$ cat src/rtl/mips_dmem_io.sv
// Data-memory responder for the MIPS MEM stage: word RAM plus an I/O page
// holding an LED register and a 32-bit compare-match timer.
module mips_dmem_io #(
    parameter int DEPTH_WORDS = 64
) (
    input  logic        clk,
    input  logic        reset,
    input  logic        memwrite,
    input  logic [31:0] memaddr,
    input  logic [31:0] memwritedata,
    output logic [31:0] memreaddata,
    output logic [7:0]  leds,
    output logic        irq
);
    localparam int AW = (DEPTH_WORDS > 1) ? $clog2(DEPTH_WORDS) : 1;

    localparam logic [29:0] LED_WORD     = 30'h3FFF_C000;
    localparam logic [29:0] COUNT_WORD   = 30'h3FFF_C001;
    localparam logic [29:0] COMPARE_WORD = 30'h3FFF_C002;
    localparam logic [29:0] CTRL_WORD    = 30'h3FFF_C003;

    logic [31:0]   mem [DEPTH_WORDS];
    logic [AW-1:0] ram_idx;
    logic          ram_hit;
    logic          unused_addr_bits;

    logic [7:0]  leds_reg;
    logic [31:0] count_reg, count_next;
    logic [31:0] compare_reg;
    logic        en_reg, irq_en_reg, reload_reg;
    logic        match_flag_reg, match_flag_next;

    logic wr_led, wr_count, wr_compare, wr_ctrl, match;

    assign ram_idx          = memaddr[AW+1:2];
    assign ram_hit          = (memaddr[31:2] < 30'(DEPTH_WORDS));
    assign unused_addr_bits = ^memaddr[1:0];

    assign wr_led     = memwrite && (memaddr[31:2] == LED_WORD);
    assign wr_count   = memwrite && (memaddr[31:2] == COUNT_WORD);
    assign wr_compare = memwrite && (memaddr[31:2] == COMPARE_WORD);
    assign wr_ctrl    = memwrite && (memaddr[31:2] == CTRL_WORD);

    // Match uses pre-edge en/count/compare, so a CTRL write cannot affect it.
    assign match = en_reg && (count_reg == compare_reg);

    always_ff @(posedge clk) begin
        if (memwrite && ram_hit) begin
            mem[ram_idx] <= memwritedata;
        end
    end

    always_comb begin
        count_next = count_reg;
        if (wr_count) begin
            count_next = memwritedata;
        end else if (match) begin
            count_next = reload_reg ? 32'd0 : count_reg + 32'd1;
        end else if (en_reg) begin
            count_next = count_reg + 32'd1;
        end
    end

    // Set takes priority over write-1-to-clear on the same edge.
    always_comb begin
        match_flag_next = match_flag_reg;
        if (match) begin
            match_flag_next = 1'b1;
        end else if (wr_ctrl && memwritedata[8]) begin
            match_flag_next = 1'b0;
        end
    end

    always_ff @(posedge clk or negedge reset) begin
        if (!reset) begin
            leds_reg       <= 8'd0;
            count_reg      <= 32'd0;
            compare_reg    <= 32'hFFFF_FFFF;
            en_reg         <= 1'b0;
            irq_en_reg     <= 1'b0;
            reload_reg     <= 1'b0;
            match_flag_reg <= 1'b0;
        end else begin
            count_reg      <= count_next;
            match_flag_reg <= match_flag_next;
            if (wr_led) begin
                leds_reg <= memwritedata[7:0];
            end
            if (wr_compare) begin
                compare_reg <= memwritedata;
            end
            if (wr_ctrl) begin
                en_reg     <= memwritedata[0];
                irq_en_reg <= memwritedata[1];
                reload_reg <= memwritedata[2];
            end
        end
    end

    always_comb begin
        memreaddata = 32'd0;
        if (ram_hit) begin
            memreaddata = mem[ram_idx];
        end else begin
            case (memaddr[31:2])
                LED_WORD:     memreaddata = {24'd0, leds_reg};
                COUNT_WORD:   memreaddata = count_reg;
                COMPARE_WORD: memreaddata = compare_reg;
                CTRL_WORD:    memreaddata = {23'd0, match_flag_reg, 5'd0,
                                             reload_reg, irq_en_reg, en_reg};
                default:      memreaddata = 32'd0;
            endcase
        end
    end

    assign leds = leds_reg;
    assign irq  = match_flag_reg & irq_en_reg;
endmodule

$ cat config.mk
export PLATFORM = sky130hd
export DESIGN_NAME = mips_dmem_io
export DESIGN_NICKNAME = d
export VERILOG_FILES = /design/src/rtl/mips_dmem_io.sv
export SDC_FILE = /design/constraint.sdc
export NUM_CORES = 2
export LEC_CHECK = 0
export BUFFER_PORTS_ARGS = -buffer_cell sky130_fd_sc_hd__buf_4
export CAP_MARGIN = 10
export CELL_PAD_IN_SITES_DETAIL_PLACEMENT = 2
export CELL_PAD_IN_SITES_GLOBAL_PLACEMENT = 2
export CORE_MARGIN = 4
export CORE_UTILIZATION = 52
export CTS_CLUSTER_DIAMETER = 120
export DETAILED_ROUTE_END_ITERATION = 12
export MAX_ROUTING_LAYER = met4
export PLACE_DENSITY_LB_ADDON = 0.1
export SLEW_MARGIN = 20
export SYNTH_ARGS = -nofsm -noshare
export SYNTH_HDL_FRONTEND = slang
export SYNTH_SLANG_ARGS = --single-unit
$ cat constraint.sdc
create_clock -name clk -period 5.1 [get_ports clk]
set_input_delay 1.02 -clock clk [delete_from_list [all_inputs] [get_ports clk]]
set_output_delay 1.02 -clock clk [all_outputs]
set_load 0.1 [all_outputs]
==> run summary, run 1 <==
final HPWL from detailed placement: 238000 microns
Rows: 146
H-tree levels: 4
XOR/XNOR Fraction of Synth Area: 0.566%
Main synth FF type: edfxtp_1
complex-gate fraction of the synthesized area: 8.26%
Fail Step: clock tree synthesis (4_1_cts)
post-synth cell types: 80
Syn Area/Cell: 17.7 sq um
CTS Buffer Depth: 3
I/O pins: 108
Mapped Cells: 4723
dpl cells: 7290
post-synthesis mux area share: 9.57%
Post-synth EDFFs: 2048
tool error: [ERROR DPL-0033] detailed placement checks failed during check placement.
Seq/Total Area, Yosys: 75.9%
Synth Register Bits: 2124
Root Driver: clkbuf_16
die span in y: 409 microns
RD Place Congestion: 0.976
largest family of logic cells by synthesized area: multiplexers
Yosys top cell area share: 73.6%
hold buffers post-CTS: 0
clock buffer count from CTS: 214
Synth Area in Simple Gates: 3.59%
top cells by area, synth: edfxtp_1 (74%), mux4_2 (3.4%), mux2_2 (3.3%)
post-CTS setup buffer count: 41
die width: 409 microns
Async S/R FF share, synth: 3.58%
Starting Density: 52.5%
syn_nets: 4791
Clock Sinks: 2124
status: did not finish
Netlist Area Pre-Place: 83600 sq um
CTS resizes: 209
adder-cell share of the synthesized area: 0.0150%
IO buf count: 105
Post-Place Cell Area: 91700 sq um
Synth warnings: 0
area leader, netlist: edfxtp_1
-- cells by family after synthesis --
logic type	after synthesis
AO/OA/AOI/OAI	955
XOR/XNOR	54
adder cells (fa/ha/maj)	1
buffers and inverters	334
flip-flops	2124
multiplexers	609
AND/OR/NAND/NOR	646
-- per-stage QoR --
stage	setup TNS, ns	setup slack, ns
3_5_place_dp	-7.05	-0.446
3_3_place_gp	-1.93	-0.247
2_1_floorplan	-30.09	-0.0327
-- cell usage after synthesis, types with 11 or more instances --
master,number
o2bb2ai_1,13
dfstp_2,32
and3_1,12
mux2_2,242
clkbuf_1,122
mux2i_1,228
buf_4,49
o221ai_1,24
xnor2_1,39
buf_2,112
a41oi_1,12
a22oi_1,134
buf_6,21
nor3_1,96
o211ai_1,13
a22o_1,23
and2_1,13
a21oi_1,180
mux4_2,126
xor2_1,15
a221oi_1,181
buf_1,21
edfxtp_1,2048
nor2b_1,11
nand4_1,18
nand2_1,225
nor4_1,20
nor2_1,150
nand3_1,55
dfrtp_1,44
a222oi_1,32
a221o_1,64
mux2_1,12
o21ai_0,128
o22ai_1,56
a31oi_1,32
==> run 2: changes to the inputs <==
Settings changed: CELL_PAD_IN_SITES_DETAIL_PLACEMENT 2 to unset, CELL_PAD_IN_SITES_GLOBAL_PLACEMENT 2 to unset, CORE_UTILIZATION 52 to 40, CTS_CLUSTER_DIAMETER 120 to unset, MAX_ROUTING_LAYER met4 to unset, PLACE_DENSITY_LB_ADDON 0.1 to 0.15.
==> run 2 against run 1 <==
Effect of this change:
- synthesized cell count did not move
- area after synthesis stayed put
- the flow now finishes, with violations (setup timing)
==> run summary, run 2 <==
WL met3: 32500 microns
die width: 465 microns
CTS Buffer Depth: 3
Tcrit/Tclk final: 101%
final design utilization: 48.4%
layout cell share with drive strength beyond 1: 29.0%
Critical Path Sink Type: output port
Lkg Pwr: 33.4 nW
dpl cells: 7949
vias in the first global route: 48600
Worst Hold Slack: 0.116 ns
minimum clock period: 5.17 ns
Starting Density: 40.3%
Post-synth top cells: edfxtp_1 (2048), mux2_2 (242), mux2i_1 (228)
final wirelength: 309000 microns
cell count along the critical path: 13
Mapped Cells: 4723
Final Cell Area: 101000 sq um
number of vias after detailed routing: 51400
Netlist Area Pre-Place: 83600 sq um
top sig layer: met5
dpl ws: -0.603 ns
core area: 207000 sq um
Critical Path Start Type: primary input
Critical Path, Cell by Cell: buf_12 > buf_4 > and3_2 > buf_12 > a22o_1 > a221oi_4 > o221ai_2 > a222oi_1 > buf_4 > a41oi_4 > buf_4 > a221o_1 > buf_6
DRT Pass-1 Iters: 6
count leader, synth: edfxtp_1
switching power: 0.00868 W
WP buf/inv: 6
Seq/Total Area, Yosys: 75.9%
commonest non-fill, non-tap cell in the layout: edfxtp_1
CTS tree: done
H-tree levels: 4
final HPWL from detailed placement: 192000 microns
Metal-1 WL: 128000 microns
Die ar.: 216000 sq um
Rows: 167
fin cells: 8382
post-route setup slack: -0.0719 ns
Worst-Skew Late Latency: 0.87 ns
max reg flops: 2048
WS Path Type: primary input to output port
Routed WL per cell: 36.8 microns
crit-path most repeated cell: buf_4
Root Driver: clkbuf_16
FMAX: 193 MHz
Clock Sinks: 2124
Post-synth EDFFs: 2048
Yosys top cell area share: 73.6%
CP max stage cell: a222oi_1
largest net degree at the start of global routing: 77
CP max FO: 11
r2r worst-path depth: 8
Setup-failing EPs final: 4
Syn Area/Cell: 17.7 sq um
Final nets: 5460
clock buffer count from CTS: 219
post-route DRC violation count: 0
clock transition at the registers of the reported paths: 0.06 ns
clock share of power: 42.1%
syn_nets: 4791
Syn-to-layout area delta: 20.3%
RD Place Congestion: 0.941
Synth Register Bits: 2124
initial antenna violation count: 29
Fillers: 17400
met2 WL: 137000 microns
area leader, netlist: edfxtp_1
status: complete, but fails checks
post-synth cell types: 80
Avg Vias per Cell: 6.14
Post-Place Cell Area: 93000 sq um
Int Pwr: 0.0288 W
Async S/R FF share, synth: 3.58%
Worst Path Arrival: 4.15 ns
Max transition margin: 22.6%
sequential cell fraction of total power: 51.0%
slew at the pin with the worst max-slew slack: 1.16 ns
power share of the combinational group: 6.9%
Antenna Nets Post-Route: 0
HP Class: primary input to asynchronous set/reset pin
final hold vios: 0
IO buf count: 105
max-cap violations: 0
Final Slew Violations: 0
I/O pins: 108
Sw Ratio: 23.2%
Clock Skews: 0.00938 ns
Main synth FF type: edfxtp_1
CP peak stage delay: 0.52 ns
most frequent cells in the layout: edfxtp_1 (2048), buf_4 (637), mux2_2 (242)
initial detailed-routing violation count: 8078
unrepaired setup endpoints after global routing: yes
critical path's top delay family: compound AO/OA/AOI/OAI gates
failing checks: setup timing
Power per Cell Area: 373 nW/um^2
first-pass GRT wire length: 419000 microns
die span in y: 465 microns
hold buffers post-CTS: 0
total track usage: 28.0%
total gr overflow: 0
WP data required: 4.08 ns
top cells by area, synth: edfxtp_1 (74%), mux4_2 (3.4%), mux2_2 (3.3%)
Synth warnings: 0
Worst VDD drop: 0.000376 V
## run 2: cell counts after synthesis
Identical to the previous run, type by type.
## run 2: worst paths after layout
path                                              end                  startpoint  slack (ns)
setup / recovery                      memreaddata[17]                  memaddr[3]       -0.07
min in group clk           compare_reg[8]$_DFFE_PN1P_  compare_reg[8]$_DFFE_PN1P_        0.54
hold reg to reg            compare_reg[8]$_DFFE_PN1P_  compare_reg[8]$_DFFE_PN1P_        0.54
max in group asynchronous  compare_reg[1]$_DFFE_PN1P_                       reset        4.32
setup reg to reg            count_reg[22]$_DFFE_PN0P_    count_reg[6]$_DFFE_PN0P_        2.11
hold / removal              count_reg[22]$_DFFE_PN0P_                       reset        0.12
## run 2: worst reg2reg max path, stage by stage, from the launching register on
cell	delay, ns
dfrtp_1	0.44
xnor2_1	0.37
nand4_1	0.18
nor4_2	0.71
nand4_1	0.29
buf_4	0.33
a21oi_1	0.20
mux2i_1	0.09
mux2_2	0.27
## run 2: through the flow
stage	power, W	TNS, ns
after floorplan	0.0204	-30.09
after global placement	0.0220	-2.74
after detailed placement	0.0220	-3.02
after CTS	0.0376	0
after global routing	0.0385	0
final	0.0375	-0.140
## run 2: layer usage
| layer | GRT usage [%] | vias up |
|---|---|---|
| li1 | - | 20700 |
| met1 | 40.7 | 27300 |
| met2 | 41.7 | 2916 |
| met3 | 6.16 | 476 |
| met4 | 9.53 | 4 |
| met5 | 0 | - |
## run 2: power by group through the flow
stage	clock [W]	sequential (W)	combinational (W)
final	0.0158	0.0191	0.00259
after global routing	0.0167	0.0191	0.00264
after CTS	0.0160	0.0191	0.00252
after detailed placement	0	0.0195	0.00249
after global placement	0	0.0195	0.00248
after floorplan	0	0.0195	0.000880
## run 2: cell type report
class | instances | area, sq um | area share (%)
inverter | 9 | 43.8 | 0.0436
multi-input combinational | 2265 | 19100 | 19.0
antenna | 13 | 32.5 | 0.0324
sequential | 2124 | 63400 | 63.1
clock inverter | 130 | 1220 | 1.21
clock buffer | 280 | 5780 | 5.75
tap | 2788 | 3490 | 3.47
timing repair buffer | 773 | 7420 | 7.38
## run 2: kinds of logic (layout without fill, tap and decap cells)
family	Yosys count	after routing	synth area share (%)
flip-flops	2124	2124	75.9
AO/OA/AOI/OAI	955	955	8.26
AND/OR/NAND/NOR	646	646	3.59
multiplexers	609	609	9.57
buffers and inverters	334	1192	2.08
XOR/XNOR	54	54	0.566
adder cells (fa/ha/maj)	1	1	0.0150
other	0	13	0
## run 2: repair_timing
action                                  CTS  global route
endpoints found under the setup margin   25            25
gates cloned                              0             3
setup buffers                             5             1
gates resized for setup                  37            36
pin swaps                                 4             5
(Power assumes the default switching activity.)
